--- src/rtl/safecrack_pkg.sv ---
// Shared types and constants for the safecrack lock.
//   key_code_t : 2-bit digit produced by the key conditioner (0..3)
//   NUM_KEYS   : number of pushbuttons feeding the lock
//   CODE_LEN   : default number of digits in the unlock sequence
//   state_t    : lock FSM state encoding, shared by safecrack_fsm and its bench
package safecrack_pkg;

    typedef logic [1:0] key_code_t;

    localparam int NUM_KEYS = 4;
    localparam int CODE_LEN = 4;

    typedef enum logic [2:0] {
        S_IDLE  = 3'd0,
        S_GOT1  = 3'd1,
        S_GOT2  = 3'd2,
        S_GOT3  = 3'd3,
        S_OPEN  = 3'd4,
        S_ALARM = 3'd5
    } state_t;

endpackage

--- src/rtl/key_debounce_cell.sv ---
// One pushbutton: 2-flop synchroniser, stability counter, clean level
// register and press pulse register.
//   clk         : system clock
//   rst_n       : asynchronous active-low reset
//   key_n_raw   : raw bouncing button, 0 = pressed, asynchronous to clk
//   key_n_clean : debounced level, 0 = pressed
//   key_pulse   : one-cycle pulse on the edge clean goes 1 -> 0
module key_debounce_cell #(
    parameter int DEB_CYCLES = 4
) (
    input  logic clk,
    input  logic rst_n,
    input  logic key_n_raw,
    output logic key_n_clean,
    output logic key_pulse
);

    localparam int CW = (DEB_CYCLES > 2) ? $clog2(DEB_CYCLES) : 1;
    localparam logic [CW-1:0] CNT_LAST = CW'(DEB_CYCLES - 1);

    logic          sync_p0;
    logic          sync_p1;
    logic [CW-1:0] cnt;
    logic          mismatch;

    // Stage p0/p1: two-flop synchroniser, idles released (1)
    always_ff @(posedge clk or negedge rst_n) begin
        if (!rst_n) begin
            sync_p0 <= 1'b1;
            sync_p1 <= 1'b1;
        end else begin
            sync_p0 <= key_n_raw;
            sync_p1 <= sync_p0;
        end
    end

    assign mismatch = (sync_p1 != key_n_clean);

    // Stage debounce: cnt == 0 is STABLE, nonzero is COUNTING. A mismatch
    // that survives to CNT_LAST is accepted; any earlier return to the clean
    // level is a glitch and clears the count.
    always_ff @(posedge clk or negedge rst_n) begin
        if (!rst_n) begin
            cnt         <= '0;
            key_n_clean <= 1'b1;
            key_pulse   <= 1'b0;
        end else begin
            key_pulse <= 1'b0;
            if (!mismatch) begin
                cnt <= '0;
            end else if (cnt == CNT_LAST) begin
                cnt         <= '0;
                key_n_clean <= sync_p1;
                // Only an accepted press (new level 0) pulses; release is silent
                key_pulse   <= ~sync_p1;
            end else begin
                cnt <= cnt + 1'b1;
            end
        end
    end

endmodule

--- src/rtl/safecrack_key_conditioner.sv ---
// Conditions the four active-low DE2 pushbuttons for the safecrack FSM.
//   clk         : system clock
//   rst_n       : asynchronous active-low reset (release synchronised upstream)
//   KEY_n_raw   : raw pushbuttons, 0 = pressed
//   KEY_n_clean : debounced levels, 0 = pressed
//   key_pulse   : one-cycle pulse per key on accepted press
//   key_valid   : one-cycle strobe, a digit was accepted
//   key_code    : lowest pressed index for key_valid, held otherwise
//   key_multi   : one-cycle flag, two or more pulses arrived together
module safecrack_key_conditioner
    import safecrack_pkg::*;
#(
    parameter int CLOCK_HZ    = 50_000_000,
    parameter int DEBOUNCE_MS = 10,
    parameter int NUM_KEYS    = 4
) (
    input  logic                clk,
    input  logic                rst_n,
    input  logic [NUM_KEYS-1:0] KEY_n_raw,
    output logic [NUM_KEYS-1:0] KEY_n_clean,
    output logic [NUM_KEYS-1:0] key_pulse,
    output logic                key_valid,
    output logic [1:0]          key_code,
    output logic                key_multi
);

    localparam int DEB_CYCLES = (CLOCK_HZ / 1000) * DEBOUNCE_MS;

    for (genvar i = 0; i < NUM_KEYS; i++) begin : g_key
        key_debounce_cell #(
            .DEB_CYCLES (DEB_CYCLES)
        ) u_cell (
            .clk         (clk),
            .rst_n       (rst_n),
            .key_n_raw   (KEY_n_raw[i]),
            .key_n_clean (KEY_n_clean[i]),
            .key_pulse   (key_pulse[i])
        );
    end

    // Stage encoder: one cycle after key_pulse, key0 has highest priority
    always_ff @(posedge clk or negedge rst_n) begin
        if (!rst_n) begin
            key_valid <= 1'b0;
            key_code  <= 2'b00;
            key_multi <= 1'b0;
        end else begin
            key_valid <= |key_pulse;
            // Clearing the lowest set bit leaves something only if >= 2 were set
            key_multi <= (key_pulse & (key_pulse - NUM_KEYS'(1))) != '0;
            if (key_pulse[0])      key_code <= 2'd0;
            else if (key_pulse[1]) key_code <= 2'd1;
            else if (key_pulse[2]) key_code <= 2'd2;
            else if (key_pulse[3]) key_code <= 2'd3;
        end
    end

endmodule

--- config.mk ---
export PLATFORM = sky130hd
export DESIGN_NAME = safecrack_key_conditioner
export DESIGN_NICKNAME = d
export VERILOG_FILES = /design/src/rtl/safecrack_pkg.sv /design/src/rtl/key_debounce_cell.sv /design/src/rtl/safecrack_key_conditioner.sv
export SDC_FILE = /design/constraint.sdc
export NUM_CORES = 1
export LEC_CHECK = 0
export CELL_PAD_IN_SITES_DETAIL_PLACEMENT = 0
export CELL_PAD_IN_SITES_GLOBAL_PLACEMENT = 2
export CORE_ASPECT_RATIO = 1.2
export CORE_UTILIZATION = 45
export CTS_BUF_LIST = sky130_fd_sc_hd__clkbuf_4 sky130_fd_sc_hd__clkbuf_8 sky130_fd_sc_hd__clkbuf_16
export DETAILED_ROUTE_END_ITERATION = 8
export DONT_BUFFER_PORTS = 1
export GPL_TIMING_DRIVEN = 0
export PLACE_DENSITY = 0.93
export SYNTH_ARGS = -nofsm -noshare
export SYNTH_HDL_FRONTEND = slang
export SYNTH_SLANG_ARGS = --single-unit
--- constraint.sdc ---
create_clock -name clk -period 4.4 [get_ports clk]
set_input_delay 0.66 -clock clk [delete_from_list [all_inputs] [get_ports clk]]
set_output_delay 0.66 -clock clk [all_outputs]
set_load 0.03 [all_outputs]
==> impl_metrics.tcl, run 1 <==
set metrics [dict create \
    clock_sinks 96 \
    gp_routability_congestion 0.791 \
    dieArea_mm2 0.0104 \
    final_util 0.516 \
    power-per-cell-area_mw_per_mm2 342 \
    routedWlPerCell_um 14.1 \
    busiest_layer "met2" \
    io-pin-count 18 \
    met2_usage 0.268 \
    route.final.wire_length_mm 8.11 \
    layout.cells.most_common "sky130_fd_sc_hd__dfrtp_1" \
    met3_use_gr 0.0417 \
    synthTopCellsByArea "sky130_fd_sc_hd__dfrtp_1 (47%), sky130_fd_sc_hd__xnor2_1 (7.8%), sky130_fd_sc_hd__dfstp_2 (7.0%)" \
    worstRegToRegCells 5 \
    drt_first_iter_violations 110 \
    die_x_um 93.3 \
    post_route_cells_drive_above_1_share 0.108 \
    placement_rows 39 \
    ff2ff_setup_slack_ps 1970 \
    post-place-ws_ps 1960 \
    critical_path_slowest_stage_cell "sky130_fd_sc_hd__o31ai_1" \
    drcViolationCount 0 \
    clock_power_share 0.441 \
    power.leakage_nw 1.96 \
    final.fill_count 887 \
    timing.max_slew.rel_slack 0.363 \
    placedInstanceArea_mm2 0.00465 \
    worst_ir_drop_vdd_mv 0.191 \
    cts_root_buffer "sky130_fd_sc_hd__clkbuf_16" \
    largest_net_degree_at_the_start_of_global_routing 97 \
    path_class "reg2reg" \
    postRouteAntennaNets 0 \
    yosys_register_bits 96 \
    yosys_warnings 0 \
    grt_util_met1 0.237 \
    internal_power_mw 1.34 \
    global_route_usage_over_all_layers 0.175 \
    cts_tree "built" \
    outcome "finished clean" \
    worst_r2r_endpoint "g_key[1].u_cell.cnt[9]$_DFF_PN0_" \
    yosys.area.top_type_share 0.467 \
    post_cts_resize_count 0 \
    stdcell_count 576 \
    cp-end-kind "register" \
    design_area_mm2 0.00496 \
    total_grt_overflow 0 \
    via_density 5.45 \
    yosys.cell_types.count 39 \
    antennaDiodeCount 0 \
    vias 3142 \
    most-common-layout-cells "sky130_fd_sc_hd__dfrtp_1 (84), sky130_fd_sc_hd__nor2_1 (64), sky130_fd_sc_hd__xnor2_1 (40)" \
    synthesis.area_mm2 0.00450 \
    power.net_switching_uw 351 \
    crit_path_cell_trace "ha_1 > nand4_1 > o31ai_1 > clkbuf_1 > nor2_1" \
    finalNetCount 458 \
    cp_max_fo 10 \
    grt_antenna_before_repair 0 \
    timing.critical_path.from_type "register" \
    synth.net_count 446 \
    postSynthAreaPerCell_um2 10.3 \
    dp.cells 559 \
    finalSetupTns_ps 0 \
    critical_path.max_stage_delay_ps 870 \
    critical_path.reg2reg.startpoint "g_key[1].u_cell.cnt[0]$_DFF_PN0_" \
    fmaxAchievable_mhz 412 \
    hold_violations 0 \
    final_min_period_ps 2430 \
    postSynthCellCount 436 \
    floorplan.core_area_mm2 0.00961 \
    yosys.area.top_type "sky130_fd_sc_hd__dfrtp_1" \
    clkLatencyLatePin_ps 340 \
    finalSetupViolations 0 \
    worst_ep_required_time_ps 4600 \
    crit_arrival_ps 2630 \
    comb_power_share 0.022 \
    first_pass_grt_wire_length_mm 14.5 \
    seq_power_share 0.537 \
    detailed_place_hpwl_mm 5.36 \
    port-buffer-count 0 \
    cts.reportedPaths.clkPinSlew_ps 60 \
    max_slew.worst_pin.slew_ps 947 \
    initial_utilization 0.468 \
    areaGrowthSynthToFinish_pct 10.3 \
    rsz0062_at_grt "no" \
    power_switching_share 0.207 \
    drv.max_cap_violation_count 0 \
    final_max_slew_viol_count 0 \
    min_period_over_period 0.552 \
    floorplan.die.height_um 112 \
    htree_levels 3 \
    cts_inserted_buffers 9 \
    clock_path_buffers 2 \
    drtPass1Iterations 4 \
    layout_setup_ws_ps 1970 \
    min_path_type "in2async" \
    synth-seq-area-share 0.538 \
    worst_clock_skew_ps 5.15 \
    grt_pass1_vias 3126 \
]
## logic make-up (layout without fill, tap and decap cells)
group | after synthesis | in the layout | share of synthesized area
adders and majority gates | 5 | 5 | 0.0134
buffers and inverters | 28 | 45 | 0.0306
DFF | 96 | 96 | 0.538
and+or+nand+nor | 209 | 209 | 0.248
muxes | 4 | 4 | 0.0100
AOI/OAI and AO/OA | 40 | 40 | 0.0554
xor gates and xnor gates | 54 | 54 | 0.105
## critical path, delay by kind of cell, from the launching register on
| family | cells | cell delay [ps] |
|---|---|---|
| buffers and inverters | 1 | 450 |
| adder cells (fa/ha/maj) | 1 | 230 |
| AO/OA/AOI/OAI | 1 | 870 |
| flip-flops | 1 | 400 |
| AND/OR/NAND/NOR | 2 | 350 |
## worst max path at each step
stage,slack (ps),startpoint,end,cells after the start
finish,1970,g_key[1].u_cell.cnt[0]$_DFF_PN0_,g_key[1].u_cell.cnt[9]$_DFF_PN0_,5
global route,1730,g_key[1].u_cell.cnt[0]$_DFF_PN0_,g_key[1].u_cell.cnt[5]$_DFF_PN0_,5
global placement,1960,g_key[1].u_cell.cnt[0]$_DFF_PN0_,g_key[1].u_cell.cnt[8]$_DFF_PN0_,5
detailed placement,1960,g_key[1].u_cell.cnt[0]$_DFF_PN0_,g_key[1].u_cell.cnt[8]$_DFF_PN0_,5
CTS,1950,g_key[1].u_cell.cnt[0]$_DFF_PN0_,g_key[1].u_cell.cnt[8]$_DFF_PN0_,5
floorplan,2490,g_key[1].u_cell.cnt[6]$_DFF_PN0_,g_key[1].u_cell.cnt[10]$_DFF_PN0_,5
## flip-flops by register name (all words and copies together) (netlist names)
| name | count |
|---|---|
| g_key.u_cell.sync_p0 | 4 |
| g_key.u_cell.sync_p1 | 4 |
| key_valid | 1 |
| key_multi | 1 |
| g_key.u_cell.key_n_clean | 4 |
| g_key.u_cell.cnt | 76 |
| g_key.u_cell.key_pulse | 4 |
| key_code | 2 |
## per-stage QoR
stage               power (mW)  hold WS, ps
detailed placement       0.959          347
global placement         0.958          346
floorplan                0.949          345
finish                    1.70         19.3
global route              1.76         4.28
CTS                       1.72         2.17
## power by group through the flow
stage / registers, mW / clock network, mW / logic, mW
floorplan: 0.924 / 0 / 0.0247
global placement: 0.927 / 0 / 0.0317
detailed placement: 0.927 / 0 / 0.0318
CTS: 0.911 / 0.772 / 0.0321
global route: 0.912 / 0.804 / 0.0435
finish: 0.911 / 0.747 / 0.0376
## routing by layer
| layer | vias up | wire length, um |
|---|---|---|
| met5 | - | 0 |
| met4 | 0 | 146 |
| met3 | 11 | 297 |
| met2 | 40 | 3740 |
| met1 | 1530 | 3920 |
| li1 | 1561 | - |
## repair_timing
item	in CTS	in global routing
buffers inserted	0	0
hold buffers	0	1
hold endpoints to repair	0	24
## synthesized netlist by cell type
cell,instances
sky130_fd_sc_hd__o31ai_2,1
sky130_fd_sc_hd__nor4_1,14
sky130_fd_sc_hd__or3_1,13
sky130_fd_sc_hd__or4_1,13
sky130_fd_sc_hd__ha_1,4
sky130_fd_sc_hd__nor3b_1,4
sky130_fd_sc_hd__nand2b_1,1
sky130_fd_sc_hd__inv_1,13
sky130_fd_sc_hd__o31ai_1,6
sky130_fd_sc_hd__and3_1,3
sky130_fd_sc_hd__or4bb_1,1
sky130_fd_sc_hd__nor2_1,64
sky130_fd_sc_hd__nand3b_1,4
sky130_fd_sc_hd__nand4_2,2
sky130_fd_sc_hd__a21oi_1,18
sky130_fd_sc_hd__and4_1,4
sky130_fd_sc_hd__o21ai_0,12
sky130_fd_sc_hd__clkbuf_1,5
sky130_fd_sc_hd__nand2_1,23
sky130_fd_sc_hd__buf_4,8
sky130_fd_sc_hd__nand3_2,1
sky130_fd_sc_hd__or2_2,1
sky130_fd_sc_hd__and3b_1,1
sky130_fd_sc_hd__dfrtp_1,84
sky130_fd_sc_hd__mux2_2,2
sky130_fd_sc_hd__xor2_1,14
sky130_fd_sc_hd__buf_2,2
sky130_fd_sc_hd__o41ai_2,2
sky130_fd_sc_hd__or2_1,1
sky130_fd_sc_hd__xnor2_1,40
sky130_fd_sc_hd__maj3_1,1
sky130_fd_sc_hd__dfstp_2,12
sky130_fd_sc_hd__and2_1,4
sky130_fd_sc_hd__nand3_1,21
sky130_fd_sc_hd__nor4b_1,4
sky130_fd_sc_hd__nand4_1,15
sky130_fd_sc_hd__a31o_2,1
sky130_fd_sc_hd__nor3_1,15
sky130_fd_sc_hd__mux2_1,2
## area by class of cell
type,instances,area (um^2),share of cell area
clock inverter,3,15.0,0.00303
tap,123,154,0.0310
clock buffer,13,274,0.0552
inverter,13,48.8,0.00984
buffer,15,88.8,0.0179
timing repair buffer,1,20.0,0.00404
sequential,96,2420,0.487
multi-input combinational,312,1940,0.392
Power figures use the tool's default switching activity.
==> run 2, diff against run 1 <==
--- a/config.mk
+++ b/config.mk
@@ -5,15 +5,16 @@
 export SDC_FILE = /design/constraint.sdc
 export NUM_CORES = 1
 export LEC_CHECK = 0
+export ABC_AREA = 1
 export CELL_PAD_IN_SITES_DETAIL_PLACEMENT = 0
 export CELL_PAD_IN_SITES_GLOBAL_PLACEMENT = 2
 export CORE_ASPECT_RATIO = 1.2
-export CORE_UTILIZATION = 45
+export CORE_UTILIZATION = 38
 export CTS_BUF_LIST = sky130_fd_sc_hd__clkbuf_4 sky130_fd_sc_hd__clkbuf_8 sky130_fd_sc_hd__clkbuf_16
 export DETAILED_ROUTE_END_ITERATION = 8
 export DONT_BUFFER_PORTS = 1
 export GPL_TIMING_DRIVEN = 0
-export PLACE_DENSITY = 0.93
+export PLACE_DENSITY = 0.89
 export SYNTH_ARGS = -nofsm -noshare
 export SYNTH_HDL_FRONTEND = slang
 export SYNTH_SLANG_ARGS = --single-unit
==> constraint.sdc (replaced) <==
create_clock -name clk -period 2.49 [get_ports clk]
set_input_delay 0.3735 -clock clk [delete_from_list [all_inputs] [get_ports clk]]
set_output_delay 0.3735 -clock clk [all_outputs]
set_load 0.03 [all_outputs]
==> run 2 against run 1 <==
  * The flow now finishes with violations (negative hold slack)
  * Final cell count is 55% higher
  * Sequential share of layout area decreased by 7.1 points
  * Flip-flop and latch count did not move
  * Total power increased by 75%
==> impl_metrics.tcl, run 2 <==
set metrics [dict create \
    async_reset_ff_frac 1.00 \
    post-place-ws_ps 907 \
    drtPass1Iterations 6 \
    cts_post_setup_buffers_inserted 0 \
    synth.net_count 719 \
    yosys.area.top_type "sky130_fd_sc_hd__dfrtp_1" \
    io-pin-count 18 \
    drcViolationCount 0 \
    finalSetupViolations 0 \
    worst_clock_skew_ps 8.43 \
    final.fill_count 1362 \
    max_reg_flops 76 \
    most-common-layout-cells "sky130_fd_sc_hd__nor2_1 (183), sky130_fd_sc_hd__nand2_1 (136), sky130_fd_sc_hd__inv_1 (85)" \
    drv.max_cap_violation_count 0 \
    final_min_period_ps 1590 \
    htree_levels 3 \
    min_path_type "in2async" \
    die_x_um 110 \
    rsz0062_at_grt "no" \
    timing.max_slew.rel_slack 0.629 \
    drt_first_iter_violations 204 \
    post_route_cells_drive_above_1_share 0.107 \
    yosys_warnings 0 \
    timing.critical_path.from_type "register" \
    area.sequential_mm2 0.00242 \
    final.hold.worst_slack_ps -287 \
    port-buffer-count 0 \
    comb_power_share 0.022 \
    max_slew.worst_pin.slew_ps 553 \
    via_density 4.75 \
    internal_power_mw 2.32 \
    largest_register "g_key.u_cell.cnt" \
    floorplan.core_area_mm2 0.0134 \
    synthesis.area_mm2 0.00531 \
    design_area_mm2 0.00580 \
    synth_most_common_cell "sky130_fd_sc_hd__nor2_1" \
    synth-seq-area-share 0.455 \
    cts_inserted_buffers 9 \
    dieArea_mm2 0.0145 \
    finalNetCount 731 \
    crit_path_start "g_key[0].u_cell.cnt[0]$_DFF_PN0_" \
    post_cts_resize_count 0 \
    layout.cells.most_common "sky130_fd_sc_hd__nor2_1" \
    clock_path_buffers 2 \
    first_pass_grt_wire_length_mm 19.4 \
    finalSetupTns_ps 0 \
    route.final.wire_length_mm 11.3 \
    synthTopCellsByArea "sky130_fd_sc_hd__dfrtp_1 (40%), sky130_fd_sc_hd__nor2_1 (13%), sky130_fd_sc_hd__nand2_1 (9.6%)" \
    critical_path_slowest_stage_cell "sky130_fd_sc_hd__dfrtp_1" \
    power_switching_share 0.219 \
    final_max_slew_viol_count 0 \
    postSynthAreaPerCell_um2 7.49 \
    seq_power_share 0.540 \
    yosys.area.top_type_share 0.396 \
    ff2ff_setup_slack_ps 900 \
    layout_setup_ws_ps 905 \
    crit_arrival_ps 1820 \
    global_route_usage_over_all_layers 0.172 \
    synth_commonest_cells "sky130_fd_sc_hd__nor2_1 (183), sky130_fd_sc_hd__nand2_1 (136), sky130_fd_sc_hd__inv_1 (85)" \
    clock_sinks 96 \
    detailed_place_hpwl_mm 8.14 \
    crit_path_cell_trace "ha_1 > nand2_1 > nor2_1 > nand2_1 > nor2_1 > nand3_1 > nand3_1 > nor2_1" \
    yosys.cell_types.count 32 \
    postSynthCellCount 709 \
    design_power_total_mw 2.97 \
    power.net_switching_uw 651 \
    hold_violations 96 \
    vias 4247 \
    synth_ff_type "sky130_fd_sc_hd__dfrtp_1" \
    grt_antenna_before_repair 0 \
    postRouteAntennaNets 0 \
    cts_root_buffer "sky130_fd_sc_hd__clkbuf_16" \
    power-per-cell-area_mw_per_mm2 511 \
    floorplan.die.height_um 131 \
    clkLatencyLatePin_ps 350 \
    synth-edff-count 0 \
    violated_checks "negative hold slack" \
    cts_tree "built" \
    yosys_register_bits 96 \
    areaGrowthSynthToFinish_pct 9.24 \
    total_grt_overflow 0 \
    cp_max_fo 4 \
    path_common_cell "sky130_fd_sc_hd__nor2_1" \
    critical_path.reg2reg.startpoint "g_key[0].u_cell.cnt[0]$_DFF_PN0_" \
    placedInstanceArea_mm2 0.00552 \
    power.leakage_nw 2.49 \
    routedWlPerCell_um 12.6 \
    initial_utilization 0.396 \
    crit_family "simple AND/OR/NAND/NOR gates" \
    cp-end-kind "register" \
    worst_ep_required_time_ps 2730 \
    min_period_over_period 0.637 \
    worst_path_buf_inv 0 \
    clock_power_share 0.438 \
    multi_input_area_mm2 0.00248 \
    critical_path.max_stage_delay_ps 370 \
    path_class "reg2reg" \
    outcome "finished with violations" \
    largest_net_degree_at_the_start_of_global_routing 97 \
    cts.reportedPaths.clkPinSlew_ps 70 \
    gp_routability_congestion 0.839 \
    fmaxAchievable_mhz 631 \
    grt_pass1_vias 4184 \
    placement_rows 46 \
    antennaDiodeCount 0 \
    worst_ir_drop_vdd_mv 0.242 \
]
## run 2: layer usage
metal	routed length [um]	GRT usage	share of wire	vias up
met5	0	0	0	-
met4	219	0.0726	0.019	0
met3	278	0.0278	0.025	15
met2	5380	0.276	0.48	53
met1	5420	0.227	0.48	1968
li1	-	-	-	2211
## run 2: path summary, 6_finish.rpt
path / endpoint / depth (start not counted)
setup / recovery: g_key[0].u_cell.cnt[18]$_DFF_PN0_ / 8
max in group asynchronous: g_key[1].u_cell.sync_p1$_DFF_PN1_ / 0
hold reg to reg: g_key[2].u_cell.sync_p1$_DFF_PN1_ / 0
setup reg to reg: g_key[0].u_cell.cnt[18]$_DFF_PN0_ / 8
hold / removal: g_key[3].u_cell.cnt[1]$_DFF_PN0_ / 0
min in group clk: g_key[3].u_cell.sync_p0$_DFF_PN1_ / 0
## run 2: layout make-up
cell class | count | share of cell area
plain buffers | 13 | 0.0147
clock buffers | 12 | 0.0427
clock inverters | 4 | 0.00388
inverters | 87 | 0.0563
multi-input cells | 513 | 0.428
flip-flops and latches | 96 | 0.417
well taps | 168 | 0.0362
repair buffers | 1 | 0.00173
## run 2: cells by family (layout without fill, tap and decap cells)
logic type | Yosys count | after routing | synth area share
compound gates | 31 | 31 | 0.0309
xor+xnor | 37 | 37 | 0.0653
fa+ha+maj | 4 | 4 | 0.00943
buf+inv | 100 | 117 | 0.0775
flops | 96 | 96 | 0.455
simple gates | 441 | 441 | 0.362
## run 2: power by group through the flow
stage | Combinational (mW) | Sequential [mW] | Clock (mW)
2_1_floorplan | 0.0492 | 1.63 | 0
3_3_place_gp | 0.0634 | 1.63 | 0
3_5_place_dp | 0.0655 | 1.63 | 0
4_1_cts | 0.0657 | 1.60 | 1.34
5_1_grt | 0.0768 | 1.60 | 1.40
6_report | 0.0649 | 1.60 | 1.30
## run 2: worst register-to-register path: stages, from the launching register on
cell                      delay [ps]
sky130_fd_sc_hd__dfrtp_1         370
sky130_fd_sc_hd__ha_1            200
sky130_fd_sc_hd__nand2_1          90
sky130_fd_sc_hd__nor2_1          220
sky130_fd_sc_hd__nand2_1         190
sky130_fd_sc_hd__nor2_1          200
sky130_fd_sc_hd__nand3_1          90
sky130_fd_sc_hd__nand3_1          80
sky130_fd_sc_hd__nor2_1           40
## run 2: stage by stage
step | utilization | instances
detailed placement | 0.412 | 877
global route | 0.433 | 894
floorplan | - | 709
global placement | 0.412 | 877
finish | 0.433 | 894
CTS | 0.432 | 893
==> run 3, diff against run 2 <==
==> constraint.sdc (replaced) <==
create_clock -name clk -period 1.5 [get_ports clk]
set_input_delay 0.225 -clock clk [delete_from_list [all_inputs] [get_ports clk]]
set_output_delay 0.225 -clock clk [all_outputs]
set_load 0.03 [all_outputs]
==> run 3 against run 2 <==
  * The flow still finishes with violations (negative hold slack)
  * Via count grew 1.2%
  * Clock skew is essentially flat
  * Global-route usage is essentially flat
  * Clock power grew 67%
  * Critical path depth is the same
  * Die area is the same
  * Sequential power grew 66%
  * Sequential share of layout area shrank 1.4 points
  * Wire length grew 1.1%
  * Clock-buffer cell count is the same
  * Critical endpoint is now g_key[3].u_cell.cnt[10]$_DFF_PN0_
  * Critical path type unchanged
  * Highest routed layer unchanged
  * Non-clock buffer count grew 7
==> impl_metrics.tcl, run 3 (synthesis results as in run 2) <==
set metrics [dict create \
    outcome "finished with violations" \
    violated_checks "negative hold slack" \
    grt_antenna_before_repair 0 \
    port-buffer-count 0 \
    ff2ff_setup_slack_ps 100 \
    io-pin-count 18 \
    floorplan.die.height_um 131 \
    top_layer_used "met4" \
    clock_power_share 0.437 \
    hold_buffers 4 \
    routedWlPerCell_um 12.7 \
    clock_sinks 96 \
    cts.reportedPaths.clkPinSlew_ps 70 \
    comb_power_share 0.026 \
    fmaxAchievable_mhz 714 \
    cts_tree "built" \
    drv.max_cap_violation_count 0 \
    timing.max_slew.rel_slack 0.620 \
    drcViolationCount 0 \
    m1WireLength_mm 5.48 \
    hold_violations 96 \
    final_max_slew_viol_count 0 \
    via_density 4.77 \
    cp_max_fo 3 \
    die_x_um 110 \
    htree_levels 3 \
    areaGrowthSynthToFinish_pct 13.0 \
    routed_wl_met3_um 219 \
    clock_path_buffers 2 \
    most-common-layout-cells "sky130_fd_sc_hd__nor2_1 (171), sky130_fd_sc_hd__nand2_1 (130), sky130_fd_sc_hd__inv_1 (84)" \
    finalNetCount 738 \
    antennaDiodeCount 0 \
    design_power_total_mw 4.96 \
    final_min_period_ps 1400 \
    largest_net_degree_at_the_start_of_global_routing 97 \
    postRouteAntennaNets 0 \
    worst_ir_drop_vdd_mv 0.402 \
    placement_rows 46 \
    dieArea_mm2 0.0145 \
    largest_register "g_key.u_cell.cnt" \
    worst_ep_required_time_ps 1710 \
    power_switching_share 0.221 \
    global_route_usage_over_all_layers 0.172 \
    worst_clock_skew_ps 8.70 \
    power.net_switching_mw 1.10 \
    detailed_place_hpwl_mm 8.14 \
    internal_power_mw 3.86 \
    max_reg_flops 76 \
    power.leakage_nw 2.55 \
    cts_root_buffer "sky130_fd_sc_hd__clkbuf_16" \
    path_class "reg2reg" \
    worst_r2r_endpoint "g_key[3].u_cell.cnt[10]$_DFF_PN0_" \
    worstRegToRegCells 8 \
    layout_setup_ws_ps 98.9 \
    total_grt_overflow 0 \
    drtPass1Iterations 5 \
    grt_pass1_vias 4187 \
    critical_path.reg2reg.startpoint "g_key[3].u_cell.cnt[0]$_DFF_PN0_" \
    cp-end-kind "register" \
    drt_first_iter_violations 205 \
    power-per-cell-area_mw_per_mm2 826 \
    min_period_over_period 0.934 \
    route.final.wire_length_mm 11.4 \
    rsz0062_at_grt "yes" \
    timing.critical_path.from_type "register" \
    crit_arrival_ps 1610 \
    cts_inserted_buffers 9 \
    finalSetupViolations 0 \
    floorplan.core_area_mm2 0.0134 \
    first_pass_grt_wire_length_mm 19.4 \
    clkLatencyLatePin_ps 350 \
    gp_routability_congestion 0.839 \
    min_path_type "in2async" \
    post-place-ws_ps -82.6 \
    final.fill_count 1333 \
    final.hold.worst_slack_ps -432 \
    vias 4296 \
    post_route_cells_drive_above_1_share 0.150 \
    seq_power_share 0.538 \
    initial_utilization 0.396 \
    wl_met2_mm 5.50 \
    layout.cells.most_common "sky130_fd_sc_hd__nor2_1" \
    max_slew.worst_pin.slew_ps 567 \
]
-- run 3: repair_timing --
item	in CTS	in global routing
setup endpoints to repair	7	45
pin swaps	0	7
resized for setup	5	34
endpoints found under the hold margin	100	96
buffers inserted	0	4
-- run 3: critical path: stages, from the launching register on --
cell,delay [ps]
sky130_fd_sc_hd__dfrtp_1,370
sky130_fd_sc_hd__ha_1,170
sky130_fd_sc_hd__nand2_1,110
sky130_fd_sc_hd__inv_1,100
sky130_fd_sc_hd__nand2_1,60
sky130_fd_sc_hd__nor2_2,160
sky130_fd_sc_hd__nand2_1,90
sky130_fd_sc_hd__xor2_1,140
sky130_fd_sc_hd__nor2_1,60
-- run 3: how the worst max path moves through the flow --
stage | startpoint | end | cells after the start
after floorplan | g_key[0].u_cell.cnt[0]$_DFF_PN0_ | g_key[0].u_cell.cnt[18]$_DFF_PN0_ | 8
after global placement | g_key[0].u_cell.cnt[0]$_DFF_PN0_ | g_key[0].u_cell.cnt[17]$_DFF_PN0_ | 8
after detailed placement | g_key[0].u_cell.cnt[0]$_DFF_PN0_ | g_key[0].u_cell.cnt[18]$_DFF_PN0_ | 8
after CTS | g_key[0].u_cell.cnt[0]$_DFF_PN0_ | g_key[0].u_cell.cnt[18]$_DFF_PN0_ | 8
after global routing | g_key[0].u_cell.cnt[0]$_DFF_PN0_ | g_key[0].u_cell.key_n_clean$_DFFE_PN1P_ | 8
final | g_key[3].u_cell.cnt[0]$_DFF_PN0_ | g_key[3].u_cell.cnt[10]$_DFF_PN0_ | 8
-- run 3: power groups by stage --
stage               Sequential [mW]  Combinational [mW]  Clock, mW
floorplan                      2.70              0.0817          0
global placement               2.71               0.105          0
detailed placement             2.71               0.109          0
CTS                            2.66               0.118       2.23
global route                   2.67               0.148       2.34
finish                         2.66               0.127       2.17
-- run 3: cell type report --
type                    count  area (um^2)  share of cell area
plain buffers              13         85.1              0.0142
clock buffers              12          248              0.0413
clock inverters             4         22.5             0.00375
inverters                  87          327              0.0544
multi-input cells         513         2620               0.436
flip-flops and latches     96         2420               0.403
well taps                 168          210              0.0350
repair buffers              8         70.1              0.0117
-- run 3: stage by stage --
| stage | setup TNS, ps | util | instance area, um^2 | hold slack, ps | cells |
|---|---|---|---|---|---|
| 6_report | 0 | 0.447 | 6000 | -432 | 901 |
| 5_1_grt | -135 | 0.447 | 6000 | -451 | 901 |
| 4_1_cts | 0 | 0.436 | 5850 | -442 | 897 |
| 3_5_place_dp | -361 | 0.412 | 5520 | -68.5 | 877 |
| 3_3_place_gp | -398 | 0.412 | 5520 | -68.2 | 877 |
| 2_1_floorplan | 0 | - | 5310 | -70.6 | 709 |
-- run 3: per-layer routing --
metal / up-vias / track usage
met5: - / 0
met4: 0 / 0.0726
met3: 16 / 0.0278
met2: 49 / 0.275
met1: 2006 / 0.227
li1: 2225 / -
